[config.mk]
export PLATFORM = sky130hd
export DESIGN_NAME = spi_pico_deframer_flat
export DESIGN_NICKNAME = d
export VERILOG_FILES = /design/src/rtl/spi_pico_deframer_if.sv /design/src/rtl/spi_pico_deframer.sv /design/src/flat_wrapper.sv
export SDC_FILE = /design/constraint.sdc
export NUM_CORES = 1
export LEC_CHECK = 0
export ABC_AREA = 0
export CORE_MARGIN = 1.5
export CORE_UTILIZATION = 30
export CTS_CLUSTER_SIZE = 8
export DETAILED_ROUTE_END_ITERATION = 6
export MAX_ROUTING_LAYER = met4
export PLACE_DENSITY = 0.53
export RECOVER_POWER = 25
export SETUP_SLACK_MARGIN = 0.05
export SLEW_MARGIN = 20
export SYNTH_ARGS = -nofsm -noshare
export SYNTH_HDL_FRONTEND = slang
export SYNTH_SLANG_ARGS = --single-unit
[constraint.sdc]
create_clock -name sclk -period 1.7 [get_ports sclk]
set_clock_uncertainty 0.05 [all_clocks]
set_input_delay 0.17 -clock sclk [delete_from_list [all_inputs] [get_ports sclk]]
set_output_delay 0.17 -clock sclk [all_outputs]
set_load 0.1 [all_outputs]
[src/rtl/spi_pico_deframer_if.sv]
// spi_pico_deframer_if: PICO serial input and framed register-write outputs of the deframer
interface spi_pico_deframer_if;
    logic       serial_in;
    logic [7:0] write_data;
    logic [7:0] mux_control_signal;
    logic       msg_flag;
    logic       frame_active;
    logic       frame_done;
    logic       addr_err;
    modport master (output serial_in, input write_data, mux_control_signal, msg_flag, frame_active, frame_done, addr_err);
    modport slave  (input serial_in, output write_data, mux_control_signal, msg_flag, frame_active, frame_done, addr_err);
endinterface

[src/rtl/spi_pico_deframer.sv]
// spi_pico_deframer: ADDR/LEN/DATA PICO deframer with auto-increment; SPI_PICO_ADDR_CHK_EN enables address range check
module spi_pico_deframer #(
    parameter int MIN_ADDR = 1,
    parameter int MAX_ADDR = 65
) (
    input  logic                  sclk,
    input  logic                  rstn,
    spi_pico_deframer_if.slave    bus
);
    typedef enum logic [1:0] {S_ADDR, S_LEN, S_DATA} state_t;
    localparam logic [7:0] MIN_A = 8'(MIN_ADDR);
    localparam logic [7:0] MAX_A = 8'(MAX_ADDR);
    state_t     state;
    logic [7:0] sr;
    logic [2:0] bit_cnt;
    logic [7:0] byte_cnt;
    logic [7:0] cur_addr;
    logic [7:0] byte_in;
    logic       done;
    logic       ok;
    assign byte_in = {sr[6:0], bus.serial_in};
    assign done    = bit_cnt == 3'd7;
`ifdef SPI_PICO_ADDR_CHK_EN
    assign ok = cur_addr >= MIN_A && cur_addr <= MAX_A;
`else
    assign ok = 1'b1;
    assign bus.addr_err = 1'b0;
`endif
    always_ff @(posedge sclk or negedge rstn) begin
        if (!rstn) begin
            state                  <= S_ADDR;
            sr                     <= '0;
            bit_cnt                <= '0;
            byte_cnt               <= '0;
            cur_addr               <= '0;
            bus.write_data         <= '0;
            bus.mux_control_signal <= '0;
            bus.msg_flag           <= 1'b0;
            bus.frame_active       <= 1'b0;
            bus.frame_done         <= 1'b0;
`ifdef SPI_PICO_ADDR_CHK_EN
            bus.addr_err           <= 1'b0;
`endif
        end else begin
            sr             <= byte_in;
            bit_cnt        <= bit_cnt + 3'd1;
            bus.msg_flag   <= 1'b0;
            bus.frame_done <= 1'b0;
            if (done) begin
                case (state)
                    S_ADDR: begin
                        cur_addr               <= byte_in;
                        bus.mux_control_signal <= '0;
                        bus.frame_active       <= 1'b1;
                        state                  <= S_LEN;
                    end
                    S_LEN: begin
                        byte_cnt <= byte_in;
                        if (byte_in == 8'd0) begin
                            bus.frame_done   <= 1'b1;
                            bus.frame_active <= 1'b0;
                            state            <= S_ADDR;
                        end else begin
                            state <= S_DATA;
                        end
                    end
                    S_DATA: begin
                        if (ok) begin
                            bus.write_data         <= byte_in;
                            bus.mux_control_signal <= cur_addr;
                            bus.msg_flag           <= 1'b1;
                        end
`ifdef SPI_PICO_ADDR_CHK_EN
                        else bus.addr_err <= 1'b1;
`endif
                        cur_addr <= (cur_addr == MAX_A) ? MIN_A : cur_addr + 8'd1;
                        byte_cnt <= byte_cnt - 8'd1;
                        if (byte_cnt == 8'd1) begin
                            bus.frame_done   <= 1'b1;
                            bus.frame_active <= 1'b0;
                            state            <= S_ADDR;
                        end
                    end
                    default: state <= S_ADDR;
                endcase
            end
        end
    end
endmodule

[src/flat_wrapper.sv]
// flat-port wrapper written by rule: the top's interface ports become plain ports
module spi_pico_deframer_flat 
#(
    parameter int MIN_ADDR = 1,
    parameter int MAX_ADDR = 65
)
  (sclk, rstn, bus_serial_in, bus_write_data, bus_mux_control_signal, bus_msg_flag, bus_frame_active, bus_frame_done, bus_addr_err);
  spi_pico_deframer_if bus_i ();
  input  logic sclk;
  input  logic rstn;
  input wire logic [$bits(bus_i.serial_in)-1:0] bus_serial_in;
  output wire logic [$bits(bus_i.write_data)-1:0] bus_write_data;
  output wire logic [$bits(bus_i.mux_control_signal)-1:0] bus_mux_control_signal;
  output wire logic [$bits(bus_i.msg_flag)-1:0] bus_msg_flag;
  output wire logic [$bits(bus_i.frame_active)-1:0] bus_frame_active;
  output wire logic [$bits(bus_i.frame_done)-1:0] bus_frame_done;
  output wire logic [$bits(bus_i.addr_err)-1:0] bus_addr_err;
  assign bus_i.serial_in = bus_serial_in;
  assign bus_write_data = bus_i.write_data;
  assign bus_mux_control_signal = bus_i.mux_control_signal;
  assign bus_msg_flag = bus_i.msg_flag;
  assign bus_frame_active = bus_i.frame_active;
  assign bus_frame_done = bus_i.frame_done;
  assign bus_addr_err = bus_i.addr_err;
  spi_pico_deframer #(.MIN_ADDR(MIN_ADDR), .MAX_ADDR(MAX_ADDR)) u_core (.sclk(sclk), .rstn(rstn), .bus(bus_i));
endmodule
Word level (Yosys, flattened, before mapping). Cells that the tools add are included. Widths: inputs -> output; s select.

Output and inout port bits: 20. Input bits: 3. Register bits: 47.

Reductions and logical operators: 10. Muxes and demuxes: 16. Add/subtract/negate cells: 3. Equality and inequality tests: 7.

Operators with widths (count): $pmux 8 s2 (3); $add 8x1->8 const B (1); $eq 8x1->1 const B (1); $eq 8x7->1 const B (1); $logic_not 8->1 (1); $mux 8 (1); $reduce_and 2->1 (4); $sub 8x1->8 const B (1); $mux 1 (7); $pmux 2 s3 (1); $mux 2 (2); $ne 2x1->1 const B (2); $reduce_and 4->1 (1); $reduce_bool 2->1 (2); $add 3x1->3 const B (1); $eq 3x3->1 const B (1); $pmux 1 s3 (1); $reduce_bool 3->1 (1); $eq 2x1->1 const B (1); $eq 2x2->1 const B (1); $logic_not 2->1 (1); $pmux 1 s2 (1).

Logic depth before layout (Yosys ltp).
Word-level depth: 4. Depth in mapped cells: 8.

Least setup slack after synthesis. No wires, ideal clock.

Kind: reg-to-reg. Start point: register u_core.bit_cnt[0]. End point: register u_core.state[0]. Setup slack: -0.010 ns. Stages on the path, launching flop included: 6. Data required time: 1.525 ns. Setup time: 0.125 ns. Arrival time: 1.535 ns. Cells stage by stage: dfrtp_1 ha_1 ha_1 nor4bb_1 a21oi_1 mux2_2.

Longest elaborated chain between the ends: 2.

RTL lines: start, declared (RTL line spi_pico_deframer.sv:15) `logic [2:0] bit_cnt;`; start signal, assigned (RTL line spi_pico_deframer.sv:46) `bit_cnt <= bit_cnt + 3'd1;`; $eq 3x3->1 (RTL line spi_pico_deframer.sv:22) `assign done = bit_cnt == 3'd7;`; $reduce_and 2->1 (no line); end signal, assigned (RTL line spi_pico_deframer.sv:31) `state <= S_ADDR;`; end signal, assigned (RTL line spi_pico_deframer.sv:55) `state <= S_LEN;`; end signal, assigned (RTL line spi_pico_deframer.sv:62) `state <= S_ADDR;`; end, declared (RTL line spi_pico_deframer.sv:13) `state_t state;`.

No other way between the ends. A chain may end at the register's enable or synchronous reset.

Worst setup path after layout.
Start point: register u_core.bit_cnt[0]. End point: register u_core.state[1].

Same word-level chain as after synthesis.

==> results.md <==
- Status: complete, no violations
- Clock tree sinks: 47
- Total grt overflow: 0
- Fillers: 621
- Reg clk slew, reported paths: 0.10 ns
- Ant. Diodes: 0
- Row Count: 30
- CP Max Fanout: 4
- Cell area power density: 1480 mW/mm²
- Root Buffer: clkbuf_8
- Max Cap Viol: 0
- Syn avg cell area: 10.4 µm²
- Sequential share of the synthesized area: 0.543
- Vias in the first global route: 1609
- Vias/cell: 4.78
- Worst Path Required: 1.84 ns
- Top post-synthesis cells by area: dfrtp_1 (54%), nand2_1 (6.4%), ha_1 (5.8%)
- Placed cell count: 340
- Layout cells sized above 1: 0.313
- Largest area contributor in the netlist: dfrtp_1
- Count of cell types in the netlist: 40
- Slew headroom: 0.295
- Setup TNS: 0 ns
- Top post-synthesis cells by count: dfrtp_1 (47), nand2_1 (37), inv_1 (13), o21ai_0 (13), a21oi_1 (12)
- PnR worst setup slack: 0.00877 ns
- Final instance area: 0.00315 mm²
- Overall die width: 87.9 µm
- Gpl congestion: 0.768
- Synth Warn #: 0
- CTS Buf Count: 5
- Worst-Skew Late Latency: 0.31 ns
- WL final: 5120 µm
- Die Ht: 87.9 µm
- HP Start: u_core.sr[0]
- Initial drt markers: 79
- Synth Net Count: 221
- Setup crit start: u_core.bit_cnt[0]
- Global-route wire length before repair: 8210 µm
- Final ANT Viol Nets: 0
- Critical Path End Type: register
- Top Ports: 23
- Via Count: 1681
- Hold Violations, Final: 0
- Fin util: 0.459
- Area of placed instances: 0.00286 mm²
- CP arrival: 1.83 ns
- Post-route insts no fill: 352
- R2r startpoint: u_core.bit_cnt[0]
- PortBufs: 21
- EDFF count, synth: 0
- WL per Instance: 14.5 µm
- Overall routing resource usage: 0.144
- Final period util: 0.995
- Setup violators final: 0
- Hold Path Class: register to register
- Async set-reset flop share out of synthesis: 1.00
- Setup WS pre-CTS: -0.0411 ns
- Core area: 0.00687 mm²
- Seq cells post-synth: 47
- Count leader, synth: dfrtp_1
- Mapped Area: 0.00216 mm²
- CTS tree: built
- Initial antenna violation count: 0
- Final min period: 1.69 ns
- Fmax achieved: 591 MHz
- DPL Wire Length: 3560 µm
- H-tree levels: 2
- Die area: 0.00773 mm²
- Worst slew pin tran: 1.06 ns
- Largest net degree at the start of global routing: 31
- Starting Density: 0.315
- Static leakage: 0.00138 µW
- CP startpoint kind: register
- Worst vdd ir: 0.000826 V
- Primary FF master, synth: dfrtp_1
- First drt pass iteration count: 4
- Final Max Tran Viols: 0
- Area Growth Syn to Fin: 45.6%
- Synth top area share: 0.543
- Post-Syn Instances: 208
- Drt drc: 0
- NumNets Final: 268
- Crit path kind: register to register
- RSZ-0062 raised after global routing: yes
- Clock Tree Buf Depth: 2
-- flip-flops by register name, summed over array words and instances (netlist names) --
| name | count |
|---|---|
| u_core.bit_cnt | 3 |
| u_core.bus.frame_active | 1 |
| u_core.bus.frame_done | 1 |
| u_core.bus.msg_flag | 1 |
| u_core.bus.mux_control_signal | 8 |
| u_core.bus.write_data | 8 |
| u_core.byte_cnt | 8 |
| u_core.cur_addr | 8 |
| u_core.sr | 7 |
| u_core.state | 2 |
-- worst max-delay path, cell delays in order, from the launching register on --
cell      delay [ns]
dfrtp_1         0.41
ha_4            0.18
ha_4            0.16
nor4bb_4        0.16
a21oi_2         0.19
buf_4           0.14
mux2_4          0.29
-- final timing paths --
path	to	slack [ns]	cells past startpoint
min reg2reg	u_core.sr[1]	0.38	0
max reg2reg	u_core.state[1]	0.009	6
max in group asynchronous	u_core.byte_cnt[1]	0.38	3
max	u_core.state[1]	0.009	6
min in group asynchronous	u_core.bus.mux_control_signal[1]	0.51	2
min	u_core.sr[1]	0.38	0
-- layout by cell type (no fill, tap or decap), types with 3 or more instances in the layout --
master,instances
a21oi_1,11
a22o_1,3
buf_12,22
buf_4,20
clkbuf_1,5
clkbuf_8,6
dfrtp_1,47
ha_1,5
ha_4,5
inv_1,10
inv_2,4
mux2i_1,5
nand2_1,37
nand3_1,4
nor2_1,4
nor4_1,4
o21ai_0,11
o21ai_1,3
o22a_1,3
o22ai_1,7
o22ai_2,3
-- cell type report --
type	count	area, µm²	share of cell area
inverter	14	52.6	0.0167
sequential	47	1180	0.373
timing repair buffer	50	637	0.202
clock buffer	6	82.6	0.0262
tap	96	120	0.0381
multi-input combinational	137	1070	0.339
clock inverter	2	16.3	0.00516
-- through the flow --
step / hold slack [ns] / total power, µW
after floorplan: -0.176 / 2910
after global placement: 0.0823 / 3730
after detailed placement: 0.0881 / 3750
after CTS: 0.285 / 4500
after global routing: 0.399 / 4920
final: 0.378 / 4670
-- cells by family (layout without fill, tap and decap cells) --
kind of cell,count (synthesis),in the layout,share of synthesized area
AOI/OAI and AO/OA,54,54,0.171
adders and majority gates,10,10,0.0578
buffers and inverters,24,72,0.0457
DFF,47,47,0.543
muxes,9,9,0.0439
other,1,1,0.00173
and+or+nand+nor,63,63,0.136
-- timing repair --
item	4_1_cts	5_1_grt
hold buffers	1	0
pin swaps	2	10
endpoints found under the hold margin	17	0
gates resized for setup	6	24
setup buffers	0	3
endpoints found under the setup margin	11	14
-- where the power goes --
part / internal [µW] / switching [µW] / leakage, µW / total [µW]
combinational: 935 / 1280 / 0.000753 / 2220
sequential: 1380 / 334 / 0.000578 / 1720
clock: 333 / 404 / 0.0000474 / 737
total: 2650 / 2020 / 0.00138 / 4670
-- layer usage --
layer	wire length, µm	GRT usage
met4	91	0.0563
met1	2520	0.207
met2	2300	0.197
met5	0	-
met3	207	0.0283
(Power assumes the default switching activity.)
